<file path="src/rtl/pipe_en_ctrl.sv">
// Valid/ready sequencer for an enable-only N-stage shift pipeline: valid shadow, shared enable, drain, flush.
// Optional saturating stall counter output o_stall_cnt when PIPE_EN_CTRL_STALL_CNT_EN is defined.
module pipe_en_ctrl #(
    parameter int N     = 4,
    parameter int CNT_W = $clog2(N+1)
) (
    input  logic             i_clk,
    input  logic             i_rst_n,
    input  logic             i_valid,
    output logic             o_ready,
    output logic             o_valid,
    input  logic             i_ready,
    output logic             o_pipe_en,
    input  logic             i_drain,
    input  logic             i_flush,
    output logic [CNT_W-1:0] o_count,
    output logic             o_busy,
    output logic             o_drain_done
`ifdef PIPE_EN_CTRL_STALL_CNT_EN
    ,
    output logic [15:0]      o_stall_cnt
`endif
);

    typedef enum logic [1:0] {IDLE, RUN, DRAIN} state_t;

    state_t           r_state;
    logic [N-1:0]     r_vld_pipe;
    logic [N-1:0]     w_vld_nxt;
    logic [CNT_W-1:0] r_count;
    logic [CNT_W-1:0] w_count_nxt;
    logic             r_drain_done;
    logic             w_tail_free;
    logic             w_accept;
    logic             w_transfer;

    // Reset gating keeps the enable low under reset even if upstream holds i_valid.
    assign w_tail_free = !r_vld_pipe[N-1] | i_ready;
    assign o_ready     = w_tail_free & (r_state != DRAIN) & !i_flush;
    assign w_accept    = i_valid & o_ready & i_rst_n;
    assign o_pipe_en   = w_tail_free & (w_accept | (r_count != '0)) & !i_flush & i_rst_n;
    assign w_transfer  = r_vld_pipe[N-1] & i_ready;
    assign w_count_nxt = r_count + CNT_W'(w_accept) - CNT_W'(w_transfer);

    assign o_valid      = r_vld_pipe[N-1];
    assign o_count      = r_count;
    assign o_busy       = (r_count != '0) | (r_state != IDLE);
    assign o_drain_done = r_drain_done;

    always_comb begin
        w_vld_nxt = r_vld_pipe;
        if (o_pipe_en) begin
            w_vld_nxt[0] = w_accept;
            for (int i = 1; i < N; i++) w_vld_nxt[i] = r_vld_pipe[i-1];
        end
    end

    always_ff @(posedge i_clk or negedge i_rst_n) begin
        if (!i_rst_n) begin
            r_state      <= IDLE;
            r_vld_pipe   <= '0;
            r_count      <= '0;
            r_drain_done <= 1'b0;
        end else if (i_flush) begin
            r_state      <= IDLE;
            r_vld_pipe   <= '0;
            r_count      <= '0;
            r_drain_done <= 1'b0;
        end else begin
            r_vld_pipe   <= w_vld_nxt;
            r_count      <= w_count_nxt;
            r_drain_done <= 1'b0;
            case (r_state)
                IDLE: begin
                    // A drain that finds nothing in flight completes on the same edge.
                    if (i_drain) begin
                        if (w_count_nxt == '0) r_drain_done <= 1'b1;
                        else                   r_state      <= DRAIN;
                    end else if (w_accept) begin
                        r_state <= RUN;
                    end
                end
                RUN: begin
                    if (i_drain) begin
                        if (w_count_nxt == '0) begin
                            r_state      <= IDLE;
                            r_drain_done <= 1'b1;
                        end else begin
                            r_state <= DRAIN;
                        end
                    end else if (w_count_nxt == '0) begin
                        r_state <= IDLE;
                    end
                end
                DRAIN: begin
                    if (w_count_nxt == '0) begin
                        r_state      <= IDLE;
                        r_drain_done <= 1'b1;
                    end
                end
                default: r_state <= IDLE;
            endcase
        end
    end

`ifdef PIPE_EN_CTRL_STALL_CNT_EN
    logic [15:0] r_stall_cnt;

    always_ff @(posedge i_clk or negedge i_rst_n) begin
        if (!i_rst_n)                                          r_stall_cnt <= '0;
        else if (i_flush)                                      r_stall_cnt <= '0;
        else if (r_vld_pipe[N-1] && !i_ready && r_stall_cnt != 16'hFFFF) r_stall_cnt <= r_stall_cnt + 16'd1;
    end

    assign o_stall_cnt = r_stall_cnt;
`endif

endmodule

</file>
<file path="config.mk">
export PLATFORM = sky130hd
export DESIGN_NAME = pipe_en_ctrl
export DESIGN_NICKNAME = d
export VERILOG_FILES = /design/src/rtl/pipe_en_ctrl.sv
export SDC_FILE = /design/constraint.sdc
export NUM_CORES = 1
export LEC_CHECK = 0
export BUFFER_PORTS_ARGS = -buffer_cell sky130_fd_sc_hd__buf_4
export CAP_MARGIN = 20
export CORE_AREA = 2 2 39 41
export DETAILED_ROUTE_END_ITERATION = 10
export DIE_AREA = 0 0 41 43
export HOLD_SLACK_MARGIN = 0.03
export PLACE_DENSITY = 0.66
export SETUP_SLACK_MARGIN = 0.1
export SLEW_MARGIN = 30
export SYNTH_ARGS = -nofsm -noshare
export SYNTH_HDL_FRONTEND = slang
export SYNTH_SLANG_ARGS = --single-unit
</file>
<file path="constraint.sdc">
create_clock -name i_clk -period 2.3 [get_ports i_clk]
set_clock_uncertainty 0.05 [all_clocks]
set_input_delay 0.23 -clock i_clk [delete_from_list [all_inputs] [get_ports i_clk]]
set_output_delay 0.23 -clock i_clk [all_outputs]
set_load 0.02 [all_outputs]
</file>
# Word level (Yosys, flattened, before mapping)
# Index checks and enable logic that the tools add are counted.
[totals] word_cells=46 ff_bits=10 output_inout_bits=8 input_bits=6
[op_classes] add_sub_neg=2 n_mux=15 n_eq_ne=5 bitwise=11 reduce_logical=9
[op_table] operator="2-bit 2-to-1 mux" count=7
[op_table] operator="1-bit AND" count=8
[op_table] operator="4-bit 2-to-1 mux" count=2
[op_table] operator="4-bit != test, second input constant" count=2
[op_table] operator="2-bit case mux with 3 select lines" count=1
[op_table] operator="2-bit nonzero test" count=2
[op_table] operator="3-bit by 1-bit adder with 3-bit output" count=1
[op_table] operator="3-bit logical NOT" count=1
[op_table] operator="1-bit 2-to-1 mux" count=3
[op_table] operator="3-bit 2-to-1 mux" count=1
[op_table] operator="1-bit bitwise OR" count=3
[op_table] operator="3-bit nonzero test" count=1
[op_table] operator="3-bit by 1-bit subtractor with 3-bit output" count=1
[op_table] operator="2-bit by 1-bit equality test with 1-bit output, second input constant" count=1
[op_table] operator="2-bit equality test, second input constant" count=1
[op_table] operator="1-bit logical NOT" count=2
[op_table] operator="2-bit logical NOT" count=1
[op_table] operator="2-bit != test, second input constant" count=1
[op_table] operator="1-bit case mux with 2 select lines" count=1
[op_table] operator="2-bit AND reduction" count=1
[op_table] operator="2-bit OR reduction" count=1

# Longest topological paths before layout
# Gate-level depths: netlist (run 1).
[logic_depth] ltp_word=13 ltp_mapped=11 ltp_nobuf=11

# Worst setup path after synthesis (run 1)
# No wires, ideal clock.
[synth_timing] path_kind="register -> register" start="register r_vld_pipe[3]" end="register r_state[0]" setup_ns=0.125 period_less_slack_ns=2.366 path_buffers=0 slack_ns=-0.066 stages_incl_launch_ff=12 t_required_ns=2.125 arrival_ns=2.191 path_cell_list="dfrtp_1 -> nand2b_1 -> nand4_1 -> ha_1 -> inv_1 -> ha_1 -> inv_1 -> fa_1 -> xor2_1 -> xnor2_1 -> and3b_1 -> o22ai_1"
[synth_via] elab_chain_cells=13 word_cells_on_any_way=17 cone_classes="add/sub: 2; eq/ne: 2; mux: 4; bitwise: 6; reduce/logical: 3"
[synth_rtl] element="start, declared" line_no="28" rtl="logic [N-1:0] r_vld_pipe;"
[synth_rtl] element="start signal, assigned" line_no="70" rtl="r_vld_pipe <= w_vld_nxt;"
[synth_rtl] element="1-bit logical NOT" line_no="38" rtl="assign w_tail_free = !r_vld_pipe[N-1] | i_ready;"
[synth_rtl] element="1-bit bitwise OR" line_no="38"
[synth_rtl] element="1-bit AND (2 in a row)" line_no="39" rtl="assign o_ready = w_tail_free & (r_state != DRAIN) & !i_flush;"
[synth_rtl] element="1-bit AND (2 in a row)" line_no="40" rtl="assign w_accept = i_valid & o_ready & i_rst_n;"
[synth_rtl] element="3-bit by 1-bit adder with 3-bit output" line_no="43" rtl="assign w_count_nxt = r_count + CNT_W'(w_accept) - CNT_W'(w_transfer);"
[synth_rtl] element="3-bit by 1-bit subtractor with 3-bit output" line_no="43"
[synth_rtl] element="3-bit logical NOT" line_no="77, 91, 96"
[synth_rtl] element="2-bit 2-to-1 mux (2 in a row)"
[synth_rtl] element="2-bit case mux with 3 select lines"
[synth_rtl] element="2-bit 2-to-1 mux"
[synth_rtl] element="end signal, assigned" line_no="60" rtl="r_state <= IDLE;"
[synth_rtl] element="end signal, assigned" line_no="65" rtl="r_state <= IDLE;"
[synth_rtl] element="end signal, assigned" line_no="78" rtl="else r_state <= DRAIN;"
[synth_rtl] element="end, declared" line_no="27" rtl="state_t r_state;"
# Parallel ways exist; a longest one is shown, timed or not.
# A chain may end at the register's enable or synchronous reset.

# Worst setup path in the final report (run 1)
# Same ends and word-level chain as after synthesis.

==> results of run 1 <==
[power breakdown]
part / internal [mW] / switching, mW
Clock: 0.0960 / 0.0599
Sequential: 0.184 / 0.00470
Combinational: 0.0442 / 0.0452
[registers in the layout, indices dropped and copies added, names as in the netlist]
name / flops
r_vld_pipe: 4
o_count: 3
r_state: 2
o_drain_done: 1
[cells in the final DEF, fill, tap and decap left out, drive strengths merged]
cell type    instances
o22ai                1
dfrtp               10
dlygate4sd3          1
ha                   2
nor2b                6
o21ai                1
and2                 1
inv                  2
clkbuf               4
nand4                1
a21oi                1
nor2                 6
xnor2                1
nand2                6
fa                   1
mux2                 3
xor2                 1
and3b                1
nand2b               3
nand3b               2
buf                 20
nor3                 2
a21o                 1
[cells in the mapped netlist]
cell type  count  area share (%)
a21o_1         1             1.4
a21oi_2        1             1.6
and2_1         1             1.2
and3b_1        1             1.6
clkbuf_1       1            0.70
dfrtp_1       10              47
fa_1           1             3.7
ha_1           2             4.7
inv_1          2             1.4
mux2_2         3             6.3
nand2_1        6             4.2
nand2b_1       3             3.5
nand3b_1       2             2.8
nand4_1        1             1.2
nor2_1         6             4.2
nor2b_1        6             7.0
nor3_1         1            0.93
nor3_2         1             1.9
o21ai_0        1            0.93
o22ai_1        1             1.2
xnor2_1        1             1.6
xor2_1         1             1.6
[final cells by class]
cell class | instances | area (µm²)
clock buffer | 4 | 36.28
fill | 116 | 621.8
inverter | 2 | 7.507
multi-input combinational | 40 | 286.5
sequential | 10 | 251.5
tap | 16 | 20.02
timing repair buffer | 21 | 160.2
[stage by stage]
| stage | power (mW) | area, µm² |
|---|---|---|
| 6_report | 0.4340 | 762.0 |
| 4_1_cts | 0.4442 | 762.0 |
| 2_1_floorplan | 0.2387 | 541.8 |
| 3_5_place_dp | 0.2788 | 693.2 |
| 3_3_place_gp | 0.2782 | 693.2 |
| 5_1_grt | 0.4598 | 762.0 |
[timing repair]
item / CTS / global route
pin swaps: 4 / 0
endpoints found under the setup margin: 4 / 4
resized for setup: 1 / 0
hold buffers: 1 / 0
hold endpoints to repair: 10 / 0
setup buffers: 2 / 0
[worst reg2reg max path, cell delays in order (launching register included)]
cell and delay, ns:
dfrtp_2 0.43, nand2b_4 0.08, nand4_1 0.12, ha_1 0.30, inv_1 0.06, ha_1 0.13
inv_1 0.05, fa_2 0.33, xor2_1 0.15, xnor2_1 0.17, and3b_1 0.20, o22ai_1 0.08
[metal layers]
metal	up-vias	global-route usage [%]	part of all wire, %
li1	223	-	-
met1	210	20.96	41
met2	5	25.00	55
met3	2	2.094	3.0
met4	0	12.00	0.73
met5	-	0	0
[cell families (layout without fill, tap and decap cells)]
logic type	Yosys count	in the layout	synth area share (%)
and+or+nand+nor	28	28	28.37
DFF	10	10	46.51
AOI/OAI and AO/OA	4	4	5.117
adders and majority gates	3	3	8.371
muxes	3	3	6.279
buffers and inverters	3	27	2.093
xor gates and xnor gates	2	2	3.256
[how the worst min path moves through the flow]
stage | start | endpoint | slack, ns
floorplan | i_rst_n | o_count[0]$_DFF_PN0_ | -0.12
global placement | i_rst_n | o_drain_done$_DFF_PN0_ | 0.11
detailed placement | i_rst_n | o_drain_done$_DFF_PN0_ | 0.11
CTS | i_drain | r_state[0]$_DFFE_PN0P_ | 0.20
global route | i_drain | r_state[0]$_DFFE_PN0P_ | 0.22
finish | i_valid | r_vld_pipe[0]$_DFFE_PN0P_ | 0.22
==> impl_metrics.env, run 1 <==
export IMPL_critical_path_class="reg -> reg"
export IMPL_ys_seq_area_share_pct=46.51
export IMPL_slowest_stage="dfrtp_2"
export IMPL_cts_tree="yes"
export IMPL_worstSkewPairLatency_ns=0.26
export IMPL_synth_cell_types=22
export IMPL_dieArea_mm2=0.001763
export IMPL_dpl_worst_slack_ns=-0.03260
export IMPL_rr_startpoint="r_vld_pipe[3]$_DFFE_PN0P_"
export IMPL_path_buf_inv=2
export IMPL_tns_ns=0
export IMPL_slowest_delay_ns=0.43
export IMPL_ios=14
export IMPL_hold_viol_final=0
export IMPL_ff2ff_setup_slack_ns=0.03
export IMPL_rsz0062_at_grt="yes"
export IMPL_yosysWarnings=0
export IMPL_synth_fp_nets=62
export IMPL_path_max_fanout=4
export IMPL_cp_start_kind="flip-flop"
export IMPL_grt_pass1_wl_um=1918
export IMPL_start_util_pct=38.88
export IMPL_drv_slew=0
export IMPL_vias_per_cell=4.731
export IMPL_hold_depth=3
export IMPL_cts_buffers=3
export IMPL_cts_root_buffer="clkbuf_4"
export IMPL_irDropWorstVdd_mv=0.3638
export IMPL_overflow=0
export IMPL_grt_pass1_vias=461
export IMPL_hold_class="in -> reg"
export IMPL_dp_cells=86
export IMPL_h_tree_depth=1
export IMPL_critPathTopFamily="adder cells"
export IMPL_dpl_hpwl_um=850.9
export IMPL_finalWorstSetupSlack_ns=0.02598
export IMPL_clk_pin_slew_ns=0.07
export IMPL_final_antenna_net_count=0
export IMPL_fin_crit_sh_pct=98.87
export IMPL_grt_total_usage_pct=16.70
export IMPL_cp_startpoint="r_vld_pipe[3]$_DFFE_PN0P_"
export IMPL_tightestPinTransition_ns=0.2874
export IMPL_final_cells=93
export IMPL_drt_first_pass_iters=1
export IMPL_synth_area_per_cell_um2=10.15
export IMPL_outcome="finished clean"
export IMPL_portBuffers=13
export IMPL_diodes=0
export IMPL_cp_cell_sequence="nand2b_4 > nand4_1 > ha_1 > inv_1 > ha_1 > inv_1 > fa_2 > xor2_1 > xnor2_1 > and3b_1 > o22ai_1"
export IMPL_wl_per_cell_um=11.83
export IMPL_synth_area_um2=538.0
export IMPL_clock_path_buffers=2
export IMPL_final_util_pct=55.06
export IMPL_grt_max_degree=11
export IMPL_synth_seq_cells=10
export IMPL_drtIter0Drc=0
export IMPL_rr_endpoint="r_state[0]$_DFFE_PN0P_"
export IMPL_max_slew_margin_pct=80.74
export IMPL_vias=440
export IMPL_p_leak_nw=0.4051
export IMPL_layout_drive_gt1_share_pct=41.56
export IMPL_crit_cells=11
export IMPL_nets=87
export IMPL_crit_path_end_kind="flip-flop"
export IMPL_max_freq_mhz=439.8
export IMPL_die_height_um=43
export IMPL_routed_wl_um=1100
export IMPL_die_width_um=41
export IMPL_maxCapViolCount=0
export IMPL_r2r_cells=11
export IMPL_routabilityCongestion=0.6972
export IMPL_crit_end="r_state[0]$_DFFE_PN0P_"
export IMPL_syn_to_final_growth_pct=41.63
export IMPL_synthCells=53
export IMPL_arrival_ns=2.37
export IMPL_antenna_found_initial=0
export IMPL_fp_row_count=14
export IMPL_critPathRequiredTime_ns=2.40
export IMPL_period_needed_ns=2.274
export IMPL_setup_viol=0
export IMPL_clock_sinks=10
export IMPL_worst_hold_slack_ns=0.2199
export IMPL_powerDensity_mw_per_mm2=569.6
export IMPL_drc=0
export IMPL_coreArea_mm2=0.001384
Note: power is estimated with default switching activity, not from simulation.
==> inputs of run 2 (changes only) <==
--- a/config.mk
+++ b/config.mk
@@ -7,12 +7,14 @@
 export LEC_CHECK = 0
 export BUFFER_PORTS_ARGS = -buffer_cell sky130_fd_sc_hd__buf_4
 export CAP_MARGIN = 20
-export CORE_AREA = 2 2 39 41
+export CELL_PAD_IN_SITES_DETAIL_PLACEMENT = 0
+export CELL_PAD_IN_SITES_GLOBAL_PLACEMENT = 1
+export CORE_MARGIN = 2
+export CORE_UTILIZATION = 33
 export DETAILED_ROUTE_END_ITERATION = 10
-export DIE_AREA = 0 0 41 43
 export HOLD_SLACK_MARGIN = 0.03
-export PLACE_DENSITY = 0.66
-export SETUP_SLACK_MARGIN = 0.1
+export PLACE_DENSITY_LB_ADDON = 0.1
+export SETUP_SLACK_MARGIN = 0.4
 export SLEW_MARGIN = 30
 export SYNTH_ARGS = -nofsm -noshare
 export SYNTH_HDL_FRONTEND = slang
==> impl_metrics.env, run 2 (synthesis gave the netlist of run 1 again) <==
export IMPL_outcome="finished, violations left"
export IMPL_violations="negative setup slack"
export IMPL_powerDensity_mw_per_mm2=535.9
export IMPL_final_cell_mix="buf_4, dfrtp_1, nor2b_1, nand2_1, nor2_1"
export IMPL_fin_crit_sh_pct=100.2
export IMPL_final_cells=95
export IMPL_swShare_pct=27.73
export IMPL_hp_start="i_drain"
export IMPL_overflow=0
export IMPL_p_int_mw=0.2951
export IMPL_die_width_um=44.38
export IMPL_path_max_fanout=3
export IMPL_min_to="r_state[0]$_DFFE_PN0P_"
export IMPL_portBuffers=13
export IMPL_dieArea_mm2=0.001969
export IMPL_max_slew_margin_pct=80.58
export IMPL_cts_tree="yes"
export IMPL_cp_start_kind="flip-flop"
export IMPL_largest_register_ffs=4
export IMPL_mostFrequentLayoutCell="buf_4"
export IMPL_diodes=0
export IMPL_grt_pass1_wl_um=1925
export IMPL_irDropWorstVdd_mv=0.3137
export IMPL_clock_sinks=10
export IMPL_routabilityCongestion=0.7248
export IMPL_antenna_found_initial=0
export IMPL_design_area_um2=762.0
export IMPL_rr_startpoint="r_vld_pipe[3]$_DFFE_PN0P_"
export IMPL_worstSkewPairLatency_ns=0.27
export IMPL_clkPwrFrac_pct=31.7
export IMPL_drt_first_pass_iters=3
export IMPL_die_height_um=44.38
export IMPL_rsz0062_at_grt="yes"
export IMPL_p_leak_nw=0.4023
export IMPL_cp_cell_sequence="nand2b_1 > nand4_1 > ha_1 > inv_1 > ha_1 > inv_1 > fa_2 > xor2_1 > xnor2_1 > and3b_1 > o22ai_1"
export IMPL_path_buf_inv=2
export IMPL_critical_path_class="reg -> reg"
export IMPL_drv_slew=0
export IMPL_r2r_cells=11
export IMPL_grt_pass1_vias=430
export IMPL_nets=89
export IMPL_max_freq_mhz=434.0
export IMPL_ff2ff_setup_slack_ns=-0.004
export IMPL_final_antenna_net_count=0
export IMPL_tns_ns=-0.004071
export IMPL_finalWorstSetupSlack_ns=-0.004071
export IMPL_arrival_ns=2.41
export IMPL_wl_per_cell_um=11.87
export IMPL_coreArea_mm2=0.001524
export IMPL_cts_root_buffer="clkbuf_4"
export IMPL_maxCapViolCount=0
export IMPL_critPathRequiredTime_ns=2.40
export IMPL_rr_endpoint="r_state[0]$_DFFE_PN0P_"
export IMPL_vias_per_cell=4.674
export IMPL_hold_depth=4
export IMPL_start_util_pct=35.30
export IMPL_vias=444
export IMPL_layout_drive_gt1_share_pct=41.77
export IMPL_power_frac_comb_pct=22.0
export IMPL_ios=14
export IMPL_cts_buffers=3
export IMPL_dpl_hpwl_um=836.4
export IMPL_hold_viol_final=0
export IMPL_slowest_delay_ns=0.41
export IMPL_clock_path_buffers=2
export IMPL_critPathTopFamily="adder cells"
export IMPL_crit_path_end_kind="flip-flop"
export IMPL_hold_class="in -> reg"
export IMPL_grt_max_degree=11
export IMPL_clk_pin_slew_ns=0.06
export IMPL_nFillCells=156
export IMPL_p_switching_mw=0.1132
export IMPL_drtIter0Drc=5
export IMPL_post_dp_cell_area_um2=700.7
export IMPL_syn_to_final_growth_pct=41.63
export IMPL_slowest_stage="dfrtp_2"
export IMPL_setup_viol=1
export IMPL_dp_cells=87
export IMPL_largest_register="r_vld_pipe"
export IMPL_h_tree_depth=1
export IMPL_routed_wl_um=1128
export IMPL_grt_total_usage_pct=14.46
export IMPL_drc=0
export IMPL_fp_row_count=14
export IMPL_seqPwrFrac_pct=46.3
export IMPL_tightestPinTransition_ns=0.2897
export IMPL_dpl_worst_slack_ns=-0.03435
export IMPL_period_needed_ns=2.304
run 2: stage by stage:
step                total power [mW]  hold WS [ns]  utilization [%]
finish                        0.4084        0.2096            50.00
global route                  0.4306        0.2420            50.00
CTS                           0.4152        0.2067            50.00
global placement              0.2791        0.1078            45.98
floorplan                     0.2388       -0.1156                -
detailed placement            0.2790        0.1077            45.98
run 2: worst min-delay path: stages:
cell and delay, ns:
buf_4 0.08, nor3_1 0.05, nand2_1 0.06, o22ai_1 0.07
run 2: worst max-delay path by stage:
stage,start,end,slack (ns),depth (start not counted)
after floorplan,r_vld_pipe[3]$_DFFE_PN0P_,r_state[0]$_DFFE_PN0P_,0.01,11
after global placement,i_flush,r_state[0]$_DFFE_PN0P_,0.002,12
after detailed placement,r_state[1]$_DFFE_PN0P_,r_state[0]$_DFFE_PN0P_,-0.03,11
after CTS,r_vld_pipe[3]$_DFFE_PN0P_,r_state[0]$_DFFE_PN0P_,-0.01,11
after global routing,r_vld_pipe[3]$_DFFE_PN0P_,r_state[0]$_DFFE_PN0P_,-0.18,11
final,r_vld_pipe[3]$_DFFE_PN0P_,r_state[0]$_DFFE_PN0P_,-0.004,11
run 2: cell type report:
type	instances	area (µm²)	share of cell area, %
clock buffer	4	26.28	3.448
multi-input combinational	40	281.5	36.95
timing repair buffer	23	175.2	22.99
tap	16	20.02	2.627
sequential	10	251.5	33.00
inverter	2	7.507	0.9852
run 2: repair_timing:
| item | 4_1_cts | 5_1_grt |
|---|---|---|
| hold buffers | 1 | 0 |
| endpoints found under the setup margin | 5 | 5 |
| resized for setup | 1 | 0 |
| setup buffers | 3 | 0 |
| pin swaps | 4 | 0 |
| endpoints found under the hold margin | 10 | 0 |
run 2: power groups by stage:
stage / clock [mW] / combinational (mW) / sequential [mW]
2_1_floorplan: 0 / 0.0418 / 0.197
3_3_place_gp: 0 / 0.0868 / 0.192
5_1_grt: 0.141 / 0.0992 / 0.190
4_1_cts: 0.136 / 0.0906 / 0.189
3_5_place_dp: 0 / 0.0862 / 0.193
6_report: 0.130 / 0.0899 / 0.189
run 2: per-layer routing:
layer	vias to the layer above	wire length, µm	GRT usage, %
li1	227	-	-
met1	203	525	19.01
met5	-	0	0
met4	0	31	10.91
met2	11	507	19.41
met3	3	63	4.898
